[config.mk]
export PLATFORM = sky130hd
export DESIGN_NAME = regfile_scoreboard
export DESIGN_NICKNAME = d
export VERILOG_FILES = /design/src/rtl/regfile_scoreboard.sv
export SDC_FILE = /design/constraint.sdc
export NUM_CORES = 2
export LEC_CHECK = 0
export BUFFER_PORTS_ARGS = -buffer_cell sky130_fd_sc_hd__buf_2
export CORE_ASPECT_RATIO = 0.7
export CORE_UTILIZATION = 60
export CTS_BUF_LIST = sky130_fd_sc_hd__clkbuf_2 sky130_fd_sc_hd__clkbuf_4 sky130_fd_sc_hd__clkbuf_8
export DETAILED_ROUTE_END_ITERATION = 12
export HOLD_SLACK_MARGIN = 0.05
export PLACE_DENSITY = 0.8
export RECOVER_POWER = 50
export SETUP_SLACK_MARGIN = 0.02
export SYNTH_ARGS = -nofsm -noshare
export SYNTH_HDL_FRONTEND = slang
export SYNTH_SLANG_ARGS = --single-unit
[constraint.sdc]
create_clock -name iCLK -period 13.2 [get_ports iCLK]
set_input_delay 1.32 -clock iCLK [delete_from_list [all_inputs] [get_ports iCLK]]
set_output_delay 1.32 -clock iCLK [all_outputs]
set_load 0.005 [all_outputs]
[src/rtl/regfile_scoreboard.sv]
// -----------------------------------------------------------------------------
// regfile_scoreboard
//   Architectural register file with a per-register busy (scoreboard) bit.
//   Two combinational read ports return operand data and a busy flag. Both
//   include a same-cycle write-back bypass. A reservation port marks a
//   destination busy at issue. It stalls (oRSV_READY=0) on a write-after-write
//   hazard unless the pending write-back lands in the same cycle. A write-back
//   port stores ALU results and clears busy bits.
//
// Ports
//   iCLK                    clock, rising edge
//   iRST_N                  asynchronous active-low reset
//   iRS1 / iRS2             read indices
//   oRS1_DATA / oRS2_DATA   operand values (bypassed from write-back)
//   oRS1_BUSY / oRS2_BUSY   operand not yet available
//   iRSV_VALID / iRSV_RD    destination reservation request
//   oRSV_READY              reservation accepted this cycle
//   iWB_VALID / iWB_RD / iWB_DATA   write-back
//   oPENDING                number of busy registers
//   oERR                    sticky flag: write-back to a non-busy register
// -----------------------------------------------------------------------------
module regfile_scoreboard #(
  parameter int XLEN = 32,
  parameter int NREG = 32
) (
  input  logic            iCLK,
  input  logic            iRST_N,
  input  logic [4:0]      iRS1,
  input  logic [4:0]      iRS2,
  output logic [XLEN-1:0] oRS1_DATA,
  output logic [XLEN-1:0] oRS2_DATA,
  output logic            oRS1_BUSY,
  output logic            oRS2_BUSY,
  input  logic            iRSV_VALID,
  input  logic [4:0]      iRSV_RD,
  output logic            oRSV_READY,
  input  logic            iWB_VALID,
  input  logic [4:0]      iWB_RD,
  input  logic [XLEN-1:0] iWB_DATA,
  output logic [5:0]      oPENDING,
  output logic            oERR
);

  localparam int IW = 5;

  logic [XLEN-1:0] rf_rd [NREG];
  logic [NREG-1:0] busy_q, busy_d;
  logic [5:0]      pending_q, pending_d;
  logic            err_q, err_d;

  logic wb_en;
  logic rsv_en;
  logic rs1_hit, rs2_hit, rsv_hit;

  // A write-back to x0 is architecturally a no-op.
  assign wb_en = iWB_VALID && (iWB_RD != '0);

  // Match terms against the raw write-back index. For x0 the busy bit is
  // always clear, so matching rd=0 is harmless for busy and ready. The data
  // bypass uses wb_en so that x0 keeps reading zero.
  assign rs1_hit = iWB_VALID && (iWB_RD == iRS1);
  assign rs2_hit = iWB_VALID && (iWB_RD == iRS2);
  assign rsv_hit = iWB_VALID && (iWB_RD == iRSV_RD);

  // ---------------------------------------------------------------------------
  // Storage: one register per architectural index. x0 is hard-wired to zero.
  // ---------------------------------------------------------------------------
  genvar gi;
  generate
    for (gi = 0; gi < NREG; gi++) begin : g_reg
      if (gi == 0) begin : g_zero
        assign rf_rd[gi] = '0;
      end else begin : g_live
        logic [XLEN-1:0] data_q;
        always_ff @(posedge iCLK or negedge iRST_N) begin
          if (!iRST_N) begin
            data_q <= '0;
          end else if (wb_en && (iWB_RD == IW'(gi))) begin
            data_q <= iWB_DATA;
          end
        end
        assign rf_rd[gi] = data_q;
      end
    end
  endgenerate

  // ---------------------------------------------------------------------------
  // Read ports (zero latency, write-back bypass)
  // ---------------------------------------------------------------------------
  assign oRS1_DATA = (wb_en && rs1_hit) ? iWB_DATA : rf_rd[iRS1];
  assign oRS2_DATA = (wb_en && rs2_hit) ? iWB_DATA : rf_rd[iRS2];
  assign oRS1_BUSY = busy_q[iRS1] && !rs1_hit;
  assign oRS2_BUSY = busy_q[iRS2] && !rs2_hit;

  // ---------------------------------------------------------------------------
  // Reservation handshake: stall only on a WAW hazard that is not being
  // resolved by a write-back in this same cycle.
  // ---------------------------------------------------------------------------
  assign oRSV_READY = iRSV_VALID &&
                      ((iRSV_RD == '0) || !busy_q[iRSV_RD] || rsv_hit);
  assign rsv_en     = oRSV_READY && (iRSV_RD != '0);

  // ---------------------------------------------------------------------------
  // Next-state scoreboard. The clear from write-back is applied before the
  // set from reservation. When both target the same rd, the register
  // therefore stays busy for the new producer.
  // ---------------------------------------------------------------------------
  always_comb begin
    busy_d = busy_q;
    err_d  = err_q;
    if (wb_en) begin
      if (!busy_q[iWB_RD]) begin
        err_d = 1'b1;
      end
      busy_d[iWB_RD] = 1'b0;
    end
    if (rsv_en) begin
      busy_d[iRSV_RD] = 1'b1;
    end
    // Pending is derived from the busy vector itself, so it cannot drift
    // or wrap.
    pending_d = '0;
    for (int i = 0; i < NREG; i++) begin
      pending_d = pending_d + {5'b0, busy_d[i]};
    end
  end

  always_ff @(posedge iCLK or negedge iRST_N) begin
    if (!iRST_N) begin
      busy_q    <= '0;
      pending_q <= '0;
      err_q     <= 1'b0;
    end else begin
      busy_q    <= busy_d;
      pending_q <= pending_d;
      err_q     <= err_d;
    end
  end

  assign oPENDING = pending_q;
  assign oERR     = err_q;

endmodule

==> results.cfg <==
[status]
status = finished, violations left
failed_checks = max-capacitance violations, max-slew violations

[synth]
netlist_area_sq_um = 56800
synthArstFlopShare_pct = 100
synth.most_common_cell = dfrtp_1
ys_types = 64
netlist.area_leader.share_pct = 45.4
postSynthCellCount = 4056
synth_area_per_cell_sq_um = 14.0
synth_common_cells = dfrtp_1 (1031), mux2_2 (997), mux4_2 (421)
yosys_warnings = 0
synth.area.top_cells = dfrtp_1 (45%), mux2_2 (20%), mux4_2 (17%)
synth_nets = 4143
ys.flop_type = dfrtp_1
synth_edf_count = 0
ys_ff_latch = 1031
yosys.area.top_type = dfrtp_1
yosysSeqAreaShare_pct = 45.4

[worst_setup_path]
reg2regPathDepth = 22
regToRegSetupSlack_ns = 6.02
critical_path.endpoint = g_reg[5].g_live.data_q[18]
crit_cells = 2
cp_top_family = buffers and inverters
cp_max_fo = 145
r2r_end = oPENDING[4]
cp_data_required_time_ns = 13.35
worstSetupStartpointType = input port
path_cells = clkbuf_1, clkbuf_2
worstSetupPathType = in -> async
r2r_start = busy_q[10]
setup.worst_path.end_class = asynchronous set/reset pin
crit_slowest_cell = clkbuf_1
arrival_ns = 8.81
cp_slowest_stage_delay_ns = 4.20
crit_buf_inv = 2
crit_path_start = iRST_N

[clock_network]
clk_pin_slew_ns = 0.06
htreeDepth = 4
post_cts_buffers = 0
post_cts_resized = 0
clock_path_buffers = 3
cts_hold_buffers = 0
cts_root_buf = clkbuf_8
clk_latency_ns = 0.87
cts-buffers-inserted = 158
cts_tree = done
clock_sinks = 1031

[flow_run]
cap_violations = 30

[sta]
tightest_slew_ns = 6.13
setup_slack_ns = 4.54
finalHoldViolCount = 0
slew_headroom_pct = -309
rsz0062_at_grt = no
finClkSkew_ns = 0.0130
tns_ns = 0
fmax_mhz = 115
period_needed_ns = 8.66
slew_violations = 1198
setup_violations = 0
finalCritPeriodShare_pct = 65.6

[finish]
drive_above_1_share_pct = 46.8
regArea_sq_um = 25800
multi_input_area_sq_um = 29100
area_delta_synth_final_pct = 7.79
fill_cells = 6648
fin_nets = 4078

[routing]
drt-total-wl_um = 176000
wl_per_cell_um = 33.0
via_per_inst = 7.28
route.vias.total = 38900
drc = 0
drt-pass1-iter-count = 7
drt_iter0_drc = 5009
ant_nets = 0

[pwr]
p_leak_nw = 26.5
power_density_nw_per_um2 = 165
peakVddDrop_mv = 0.280

[die]
core_sq_um = 92900
die-area_sq_um = 95900
initial_core_util_pct = 61.1
fp.dieH_um = 259
pin_count = 130
rows = 93
die_w_um = 370

[grt]
gr-usage-met3_pct = 12.2
grt.busiest_layer = met1
grt_use_met1_pct = 55.0
first_global_vias = 39800
overflow = 0
use_met2_pct = 53.1
grt_max_degree = 168
antenna_found_initial = 10
grt_usage_pct = 37.8
grt_pass1_wl_um = 266000

[placement]
hpwl_um = 103000
post-place-ws_ns = 5.09
globalplace.congestion = 0.961
port_buffers = 129

[worst_hold_path]
hold_path_class = reg -> reg
## where the power goes
part	total (mW)	switching, mW	internal, mW
logic	2.96	1.36	1.59
clock network	2.80	1.31	1.49
registers	4.31	0.498	3.81
total	10.1	3.17	6.89
## metrics by stage
stage          total power, mW  instances  area [sq um]  util (%)  hold slack [ns]
3_5_place_dp              7.28       5066         58100      62.6            0.509
4_1_cts                   10.1       5337         61400      66.1            0.479
5_1_grt                   10.6       5339         61200      65.9            0.540
3_3_place_gp              7.13       5066         58100      62.6            0.500
2_1_floorplan             6.43       4056         56800         -            0.470
6_report                  10.1       5339         61200      65.9            0.522
## logic make-up (layout without fill, tap and decap cells)
kind of cell,Yosys count,after routing,synth area share (%)
multiplexers,1622,1622,40.1
flip-flops,1031,1031,45.4
AO/OA/AOI/OAI,557,557,6.94
buffers and inverters,481,527,3.58
AND/OR/NAND/NOR,316,316,2.70
adder cells (fa/ha/maj),31,31,1.00
XOR/XNOR,18,18,0.278
other,0,2,0
## cells in the final DEF, fill, tap and decap left out, types with 7 or more instances in the layout
master        n
clkinv_2     10
mux4_2      421
o31ai_1      16
nor2b_1      36
o21ai_0      48
buf_4        56
nor2_4       13
a22o_1        7
nand2b_2      7
a211oi_1     30
nand3_1      37
nand2_1      78
a221oi_1     32
ha_1          7
mux2_2      994
o22ai_1     186
a221o_1      31
a21o_1       37
nor2_1       51
clkbuf_1     35
buf_2       114
xnor2_1      10
o2bb2ai_1    31
nand2_2      14
clkbuf_8    197
fa_1         24
dfrtp_1    1031
nor3_1       36
mux2i_1     204
clkbuf_4     56
a21oi_1      43
xor2_1        8
inv_1        39
o211ai_1     59
## cell type report
class / instances / share of cell area (%)
Antenna cell: 2 / 0.00818
Clock buffer: 251 / 5.07
Clock inverter: 20 / 0.245
Inverter: 40 / 0.245
Multi-Input combinational cell: 2544 / 47.6
Sequential cell: 1031 / 42.2
Tap cell: 1235 / 2.52
Timing Repair Buffer: 216 / 2.12
## worst min path at each step
stage / start / end / slack, ns / depth (start not counted)
floorplan: oERR / oERR / 0.47 / 2
global placement: g_reg[8].g_live.data_q[6] / g_reg[8].g_live.data_q[6] / 0.50 / 1
detailed placement: g_reg[4].g_live.data_q[21] / g_reg[4].g_live.data_q[21] / 0.51 / 1
CTS: iRST_N / g_reg[23].g_live.data_q[31] / 0.48 / 1
global route: g_reg[30].g_live.data_q[25] / g_reg[30].g_live.data_q[25] / 0.54 / 1
finish: g_reg[4].g_live.data_q[18] / g_reg[4].g_live.data_q[18] / 0.52 / 1
## worst register-to-register path: stages (launching register included)
cell and delay, ns:
dfrtp_1 0.53, mux2i_1 0.21, o221ai_1 0.14, a222oi_1 0.64, a31oi_2 0.16, clkbuf_1 0.47
o31a_1 0.46, fa_1 0.59, fa_1 0.59, inv_1 0.07, fa_1 0.50, inv_1 0.06
fa_1 0.50, fa_1 0.51, inv_1 0.05, fa_1 0.50, ha_1 0.17, inv_1 0.06
fa_1 0.45, inv_1 0.08, a21o_1 0.10, a21oi_1 0.07, xnor2_1 0.13
## per-layer routing
metal  part of all wire, %  up-vias  routed length (um)
li1                      -    15500                   -
met1                    41    20500               72000
met2                    43     2413               76100
met3                    12      468               21700
met4                   3.6       12                6410
met5                 0.039        -                  68
## flip-flops by register name (all words and copies together), names as in the netlist
name / count
g.g_live.data_q: 992
busy_q: 32
oPENDING: 6
oERR: 1
(Power assumes the default switching activity.)
